### src/rtl/vga_pkg.sv
// Shared types, default 640x480@60 timing and small helpers for the VGA timing generator.
// Contents: region_e (per-axis region enum), DEF_* timing constants, total/width helpers,
// and region-length / region-sequencing helpers used by the axis timers.
package vga_pkg;

  typedef enum logic [1:0] {
    REG_ACTIVE = 2'd0,
    REG_FRONT  = 2'd1,
    REG_SYNC   = 2'd2,
    REG_BACK   = 2'd3
  } region_e;

  localparam int unsigned DEF_H_ACTIVE = 640;
  localparam int unsigned DEF_H_FP     = 16;
  localparam int unsigned DEF_H_SYNC   = 96;
  localparam int unsigned DEF_H_BP     = 48;
  localparam int unsigned DEF_V_ACTIVE = 480;
  localparam int unsigned DEF_V_FP     = 10;
  localparam int unsigned DEF_V_SYNC   = 2;
  localparam int unsigned DEF_V_BP     = 33;

  // Positions per axis.
  function automatic int unsigned total_of(input int unsigned a, input int unsigned f,
                                           input int unsigned s, input int unsigned b);
    return a + f + s + b;
  endfunction

  // Bits needed to hold 0..n-1 (never below one bit).
  function automatic int unsigned width_of(input int unsigned n);
    return (n <= 2) ? 1 : $clog2(n);
  endfunction

  function automatic int unsigned region_len(input region_e r, input int unsigned a,
                                             input int unsigned f, input int unsigned s,
                                             input int unsigned b);
    case (r)
      REG_ACTIVE: return a;
      REG_FRONT:  return f;
      REG_SYNC:   return s;
      default:    return b;
    endcase
  endfunction

  function automatic region_e region_after(input region_e r);
    case (r)
      REG_ACTIVE: return REG_FRONT;
      REG_FRONT:  return REG_SYNC;
      REG_SYNC:   return REG_BACK;
      default:    return REG_ACTIVE;
    endcase
  endfunction

  // Next non-empty region; ACTIVE is never empty so the walk always terminates.
  function automatic region_e next_region(input region_e r, input int unsigned f,
                                          input int unsigned s, input int unsigned b);
    region_e c;
    c = region_after(r);
    for (int i = 0; i < 3; i++) begin
      if (region_len(c, 1, f, s, b) == 0) c = region_after(c);
    end
    return c;
  endfunction

endpackage

### src/rtl/vga_timing_gen_if.sv
// Raster-timing bus between the timing generator and the pixel pipeline.
// pix_en flows into the generator; sync/blank/position/pulse flags flow out.
//   master: generator side (consumes pix_en, drives timing)
//   slave : pipeline side (drives pix_en, consumes timing)
interface vga_timing_gen_if #(
  parameter int unsigned XW = 10,
  parameter int unsigned YW = 10
);
  logic          pix_en;
  logic          hsync;
  logic          vsync;
  logic          active;
  logic [XW-1:0] x;
  logic [YW-1:0] y;
  logic          line_start;
  logic          frame_start;

  modport master (
    input  pix_en,
    output hsync, vsync, active, x, y, line_start, frame_start
  );

  modport slave (
    output pix_en,
    input  hsync, vsync, active, x, y, line_start, frame_start
  );
endinterface

### src/rtl/vga_axis_timer.sv
// One raster axis: region FSM with a region-local down counter, a position up counter,
// a registered sync level and a registered "on last position" flag.
// Ports: clk, rst (sync, active-high), adv (advance one position),
//        region (current region), pos (0..TOTAL-1), sync (POL while in SYNC),
//        wrap (high while pos is TOTAL-1, i.e. the next advance wraps).
module vga_axis_timer
  import vga_pkg::*;
#(
  parameter int unsigned ACTIVE = 8,
  parameter int unsigned FP     = 2,
  parameter int unsigned SYNC   = 3,
  parameter int unsigned BP     = 1,
  parameter bit          POL    = 1'b0,
  localparam int unsigned TOTAL = total_of(ACTIVE, FP, SYNC, BP),
  localparam int unsigned PW    = width_of(TOTAL)
) (
  input  logic          clk,
  input  logic          rst,
  input  logic          adv,
  output region_e       region,
  output logic [PW-1:0] pos,
  output logic          sync,
  output logic          wrap
);

  region_e       region_q, region_d;
  logic [PW-1:0] cnt_q, cnt_d;
  logic [PW-1:0] pos_q, pos_d;
  logic          sync_q, sync_d;
  logic          last_q, last_d;

  // Counter load value for a region: remaining positions after the first one.
  function automatic logic [PW-1:0] load_for(input region_e r);
    int unsigned len;
    len = region_len(r, ACTIVE, FP, SYNC, BP);
    return (len == 0) ? '0 : PW'(len - 1);
  endfunction

  // State register.
  always_ff @(posedge clk) begin
    if (rst) begin
      region_q <= REG_ACTIVE;
      cnt_q    <= PW'(ACTIVE - 1);
      pos_q    <= '0;
      sync_q   <= ~POL;
      last_q   <= (TOTAL == 1);
    end else begin
      region_q <= region_d;
      cnt_q    <= cnt_d;
      pos_q    <= pos_d;
      sync_q   <= sync_d;
      last_q   <= last_d;
    end
  end

  // Next state: region change when the down counter expires, empty regions skipped.
  always_comb begin
    region_d = region_q;
    cnt_d    = cnt_q;
    pos_d    = pos_q;
    sync_d   = sync_q;
    last_d   = last_q;
    if (adv) begin
      pos_d = last_q ? '0 : pos_q + PW'(1);
      if (cnt_q == '0) begin
        region_d = next_region(region_q, FP, SYNC, BP);
        cnt_d    = load_for(region_d);
      end else begin
        cnt_d = cnt_q - PW'(1);
      end
      // Sync level follows the region being entered so it lines up with pos.
      sync_d = (region_d == REG_SYNC) ? POL : ~POL;
      last_d = (pos_d == PW'(TOTAL - 1));
    end
  end

  assign region = region_q;
  assign pos    = pos_q;
  assign sync   = sync_q;
  assign wrap   = last_q;

endmodule

### src/rtl/vga_timing_gen.sv
// VGA timing generator: H and V axis timers plus registered line/frame start pulses.
// Ports: clk, rst (sync, active-high), vga (master modport: pix_en in; hsync, vsync,
//        active, x, y, line_start, frame_start out).
module vga_timing_gen
  import vga_pkg::*;
#(
  parameter int unsigned H_ACTIVE  = DEF_H_ACTIVE,
  parameter int unsigned H_FP      = DEF_H_FP,
  parameter int unsigned H_SYNC    = DEF_H_SYNC,
  parameter int unsigned H_BP      = DEF_H_BP,
  parameter int unsigned V_ACTIVE  = DEF_V_ACTIVE,
  parameter int unsigned V_FP      = DEF_V_FP,
  parameter int unsigned V_SYNC    = DEF_V_SYNC,
  parameter int unsigned V_BP      = DEF_V_BP,
  parameter bit          HSYNC_POL = 1'b0,
  parameter bit          VSYNC_POL = 1'b0
) (
  input  logic             clk,
  input  logic             rst,
  vga_timing_gen_if.master vga
);

  localparam int unsigned H_TOTAL = total_of(H_ACTIVE, H_FP, H_SYNC, H_BP);
  localparam int unsigned V_TOTAL = total_of(V_ACTIVE, V_FP, V_SYNC, V_BP);
  localparam int unsigned XW      = width_of(H_TOTAL);
  localparam int unsigned YW      = width_of(V_TOTAL);

  region_e       h_region, v_region;
  logic [XW-1:0] h_pos;
  logic [YW-1:0] v_pos;
  logic          h_sync, v_sync;
  logic          h_wrap, v_wrap;
  logic          v_adv;
  logic          line_start_q, frame_start_q;

  // Lines advance only on the pixel that wraps the horizontal axis.
  assign v_adv = vga.pix_en & h_wrap;

  vga_axis_timer #(
    .ACTIVE (H_ACTIVE),
    .FP     (H_FP),
    .SYNC   (H_SYNC),
    .BP     (H_BP),
    .POL    (HSYNC_POL)
  ) u_h_timer (
    .clk    (clk),
    .rst    (rst),
    .adv    (vga.pix_en),
    .region (h_region),
    .pos    (h_pos),
    .sync   (h_sync),
    .wrap   (h_wrap)
  );

  vga_axis_timer #(
    .ACTIVE (V_ACTIVE),
    .FP     (V_FP),
    .SYNC   (V_SYNC),
    .BP     (V_BP),
    .POL    (VSYNC_POL)
  ) u_v_timer (
    .clk    (clk),
    .rst    (rst),
    .adv    (v_adv),
    .region (v_region),
    .pos    (v_pos),
    .sync   (v_sync),
    .wrap   (v_wrap)
  );

  // Start pulses: set on the edge that wraps to x=0 (and y=0), cleared otherwise.
  always_ff @(posedge clk) begin
    if (rst) begin
      line_start_q  <= 1'b0;
      frame_start_q <= 1'b0;
    end else begin
      line_start_q  <= vga.pix_en & h_wrap;
      frame_start_q <= vga.pix_en & h_wrap & v_wrap;
    end
  end

  assign vga.hsync       = h_sync;
  assign vga.vsync       = v_sync;
  assign vga.active      = (h_region == REG_ACTIVE) && (v_region == REG_ACTIVE);
  assign vga.x           = h_pos;
  assign vga.y           = v_pos;
  assign vga.line_start  = line_start_q;
  assign vga.frame_start = frame_start_q;

endmodule
### src/flat_wrapper.sv
// flat-port wrapper written by rule: the top's interface ports become plain ports
module vga_timing_gen_flat import vga_pkg::*;
#(
  parameter int unsigned H_ACTIVE  = DEF_H_ACTIVE,
  parameter int unsigned H_FP      = DEF_H_FP,
  parameter int unsigned H_SYNC    = DEF_H_SYNC,
  parameter int unsigned H_BP      = DEF_H_BP,
  parameter int unsigned V_ACTIVE  = DEF_V_ACTIVE,
  parameter int unsigned V_FP      = DEF_V_FP,
  parameter int unsigned V_SYNC    = DEF_V_SYNC,
  parameter int unsigned V_BP      = DEF_V_BP,
  parameter bit          HSYNC_POL = 1'b0,
  parameter bit          VSYNC_POL = 1'b0
)
  (clk, rst, vga_pix_en, vga_hsync, vga_vsync, vga_active, vga_x, vga_y, vga_line_start, vga_frame_start);
  vga_timing_gen_if vga_i ();
  input  logic clk;
  input  logic rst;
  input wire logic [$bits(vga_i.pix_en)-1:0] vga_pix_en;
  output wire logic [$bits(vga_i.hsync)-1:0] vga_hsync;
  output wire logic [$bits(vga_i.vsync)-1:0] vga_vsync;
  output wire logic [$bits(vga_i.active)-1:0] vga_active;
  output wire logic [$bits(vga_i.x)-1:0] vga_x;
  output wire logic [$bits(vga_i.y)-1:0] vga_y;
  output wire logic [$bits(vga_i.line_start)-1:0] vga_line_start;
  output wire logic [$bits(vga_i.frame_start)-1:0] vga_frame_start;
  assign vga_i.pix_en = vga_pix_en;
  assign vga_hsync = vga_i.hsync;
  assign vga_vsync = vga_i.vsync;
  assign vga_active = vga_i.active;
  assign vga_x = vga_i.x;
  assign vga_y = vga_i.y;
  assign vga_line_start = vga_i.line_start;
  assign vga_frame_start = vga_i.frame_start;
  vga_timing_gen #(.H_ACTIVE(H_ACTIVE), .H_FP(H_FP), .H_SYNC(H_SYNC), .H_BP(H_BP), .V_ACTIVE(V_ACTIVE), .V_FP(V_FP), .V_SYNC(V_SYNC), .V_BP(V_BP), .HSYNC_POL(HSYNC_POL), .VSYNC_POL(VSYNC_POL)) u_core (.clk(clk), .rst(rst), .vga(vga_i));
endmodule
### config.mk
export PLATFORM = sky130hd
export DESIGN_NAME = vga_timing_gen_flat
export DESIGN_NICKNAME = d
export VERILOG_FILES = /design/src/rtl/vga_pkg.sv /design/src/rtl/vga_timing_gen_if.sv /design/src/rtl/vga_axis_timer.sv /design/src/rtl/vga_timing_gen.sv /design/src/flat_wrapper.sv
export SDC_FILE = /design/constraint.sdc
export NUM_CORES = 1
export LEC_CHECK = 0
export CORE_MARGIN = 4
export CORE_UTILIZATION = 30
export CTS_CLUSTER_SIZE = 12
export DETAILED_ROUTE_END_ITERATION = 6
export HOLD_SLACK_MARGIN = 0.1
export PLACE_DENSITY = 0.47
export SLEW_MARGIN = 0
export SYNTH_ARGS = -nofsm -noshare
export SYNTH_HDL_FRONTEND = slang
export SYNTH_SLANG_ARGS = --single-unit
### constraint.sdc
create_clock -name clk -period 1.8 [get_ports clk]
set_input_delay 0.36 -clock clk [delete_from_list [all_inputs] [get_ports clk]]
set_output_delay 0.36 -clock clk [all_outputs]
set_load 0.005 [all_outputs]
==> out/qor.yml <==
critical_path:
  crit_path_max_fanout: 3
  slowest_delay_ps: 490
  start_kind: "flip-flop"
  r2r_start: "u_core.u_h_timer.cnt_q[0]$_SDFFE_PP1P_"
  path_cells: "inv_2 -> ha_2 -> nor3b_4 -> nand3_4 -> or4_4 -> a311oi_2"
  crit_buf_inv: 1
  startpoint: "u_core.u_h_timer.cnt_q[0]$_SDFFE_PP1P_"
  worstPathArrival_ps: 1960
  endpoint_kind: "flip-flop"
  crit_family: "simple AND/OR/NAND/NOR gates"
  cpMaxStageDelayCell: "or4_4"
  critPathRequiredTime_ps: 2020
  crit_type: "reg2reg"
floorplan:
  dieArea_um2: 12200
  start_util_pct: 30.5
  pin_count: 28
  die_x_um: 110
  die_h_um: 110
  rows: 37
  core_area_um2: 10300
route:
  drt-pass1-iter-count: 4
  wirelength_mm: 8.27
  vias: 3047
  wl_per_cell_um: 14.0
  viasPerCell: 5.15
  drc: 0
  drt_iter0_markers: 121
  ant_nets: 0
placed_design:
  gp_congestion: 0.778
  place_area_um2: 3890
  dp_cells: 583
  dp_hpwl_mm: 5.88
  numPortBuffers: 27
grt:
  grt_use_total_pct: 14.3
  antenna_found_initial: 0
  grt_max_degree: 25
  grt_pass1_vias: 2927
  grt_pass1_wl_mm: 14.1
  grt_overflow: 0
synth:
  synth_top_family_by_area: "simple AND/OR/NAND/NOR gates"
  synth_area_per_cell_um2: 8.01
  synth_seq_cells: 50
  synth_edf_count: 0
  synth_xor_area_share_pct: 1.12
  ys.warnings.count: 0
  yosysUniqueCellTypes: 62
  ys_top_cells_by_count: "50 x dfxtp_1, 37 x a21oi_1, 33 x nor2_1"
  yosysTopAreaCell: "dfxtp_1"
  synth-simple-area-share_pct: 30.1
  muxShareOfSynthArea_pct: 3.23
  syn_inst: 392
  yosys-top-cells-area: "dfxtp_1 32%, ha_1 6.8%, a21oi_1 5.9%"
  synth.most_common_cell: "dfxtp_1"
  netlist_area_um2: 3140
  synth.top_cell.area_share_pct: 31.9
  synth_compound_area_share_pct: 22.7
  synthAdderAreaFrac_pct: 6.78
  syn_nets: 412
  ys_seq_area_share_pct: 31.9
  ys.flop_type: "dfxtp_1"
  async_reset_ff_share_pct: 0
timing:
  fmax_mhz: 577
  post-route-period-util_pct: 96.3
  worst_pin_slew_ps: 444
  relSlewSlack_pct: 70.2
  period_minus_slack_ps: 1730
  tns_ps: 0
  whs_ps: 484
  skew_ps: 3.90
  hold_viol_final: 0
  final-max-slew-violation-count: 0
  setup_viol: 0
cells_and_area:
  fin_area_um2: 4090
  multiInputGateArea_um2: 2080
  synthToLayoutAreaGrowth_pct: 30.5
  utilization_pct: 39.8
  regArea_um2: 1020
  layout-drive-gt1-share_pct: 23.5
  antennaDiodeCount: 0
  nNetsFinal: 475
  final-instance-count-excl-fill: 592
  nFillCells: 1095
cts:
  postCtsHoldBufs: 0
  cts_num_sinks: 50
  clkTransAtPathRegs_ps: 100
  clk_latency_ps: 300
  h-tree-depth: 2
  root_buffer: "clkbuf_8"
  cts_tree: "built"
  clk_path_buf_depth: 2
  cts_buffers: 5
power_and_ir_drop:
  max-vdd-ir-drop_mv: 0.290
  netSwitchingFraction_pct: 23.7
  p_clk_share_pct: 38.8
  p_int_mw: 1.61
  seqPwrFrac_pct: 53.9
  power_density_nw_per_um2: 516
  p_comb_share_pct: 7.3
  p_leak_nw: 1.55
  switching_power_uw: 501
flow_run:
  drv_cap: 0
run_status:
  outcome: "complete, no violations"
min_path:
  hold_path.class: "reg2reg"
  min-delay-start: "u_core.u_v_timer.sync$_SDFFE_PP1P_"
==> flip-flops by register name, indices dropped and copies added (netlist names) <==
register                 flops
u_core.u_h_timer.cnt_q      10
u_core.u_h_timer.pos        10
u_core.u_v_timer.cnt_q      10
u_core.u_v_timer.pos        10
u_core.u_h_timer.region      2
u_core.u_v_timer.region      2
u_core.u_h_timer.sync        1
u_core.u_h_timer.wrap        1
u_core.u_v_timer.sync        1
u_core.u_v_timer.wrap        1
u_core.vga.frame_start       1
u_core.vga.line_start        1
==> power by group through the flow <==
stage	Combinational, mW	Clock [mW]	Sequential, mW
after floorplan	0.0760	0	1.16
after global placement	0.151	0	1.16
after detailed placement	0.152	0	1.16
after CTS	0.153	0.853	1.14
after global routing	0.173	0.897	1.14
final	0.154	0.819	1.14
==> through the flow <==
stage	setup WS (ps)	total power, mW
CTS	4.32	2.14
floorplan	15.4	1.24
global route	-9.50	2.21
global placement	-221	1.31
finish	65.9	2.11
detailed placement	-219	1.32
==> worst paths after layout <==
kind | cells past startpoint | slack (ps) | to
hold reg to reg | 2 | 480 | u_core.u_v_timer.sync$_SDFFE_PP1P_
hold / removal | 2 | 480 | u_core.u_v_timer.sync$_SDFFE_PP1P_
setup reg to reg | 6 | 70 | u_core.u_h_timer.cnt_q[8]$_SDFFE_PP0P_
setup / recovery | 6 | 70 | u_core.u_h_timer.cnt_q[8]$_SDFFE_PP0P_
==> kinds of logic (layout without fill, tap and decap cells) <==
family	count (synthesis)	count (layout)
xor gates and xnor gates	4	4
DFF	50	50
muxes	10	10
adders and majority gates	17	17
AOI/OAI and AO/OA	113	113
buffers and inverters	34	98
and+or+nand+nor	164	164
==> what timing repair did <==
item	CTS	global route
endpoints found under the setup margin	2	13
gates resized for setup	11	24
buffers inserted	1	0
gates cloned	0	0
pin swaps	3	7
==> area by class of cell <==
type,count,area share (%)
clock buffers,6,1.77
clock inverters,2,0.917
inverters,12,1.16
multi-input cells,308,50.8
flip-flops and latches,50,24.8
well taps,136,4.16
repair buffers,78,16.4
==> cells in the final DEF (no fill, tap or decap), types with 6 or more instances in the layout <==
| cell type | netlist | layout |
|---|---|---|
| clkdlybuf4s50_1 | 0 | 25 |
| nand2_1 | 21 | 21 |
| buf_4 | 0 | 49 |
| and3_1 | 9 | 9 |
| nor3_1 | 13 | 13 |
| or2_2 | 7 | 7 |
| a31oi_1 | 6 | 6 |
| nand3_1 | 24 | 24 |
| dfxtp_2 | 0 | 10 |
| or3_1 | 8 | 8 |
| a21o_1 | 6 | 6 |
| a21oi_1 | 37 | 37 |
| inv_1 | 12 | 7 |
| dfxtp_1 | 50 | 39 |
| mux2i_1 | 9 | 9 |
| o21ai_0 | 28 | 27 |
| ha_1 | 17 | 12 |
| nor2_1 | 33 | 33 |
==> layer usage <==
layer | vias up | global-route usage (%) | wire (um)
met5 | - | 0 | 0
met4 | 0 | 3.17 | 76
met3 | 4 | 2.33 | 207
met2 | 34 | 23.1 | 3790
met1 | 1433 | 20.1 | 4200
li1 | 1576 | - | -
==> worst reg2reg max path, cell delays in order (launching register included) <==
cell      delay (ps)
dfxtp_2          350
inv_2             60
ha_2             170
nor3b_4          270
nand3_4           90
or4_4            490
a311oi_2         230
No activity file was read; power rests on OpenSTA's default activity.
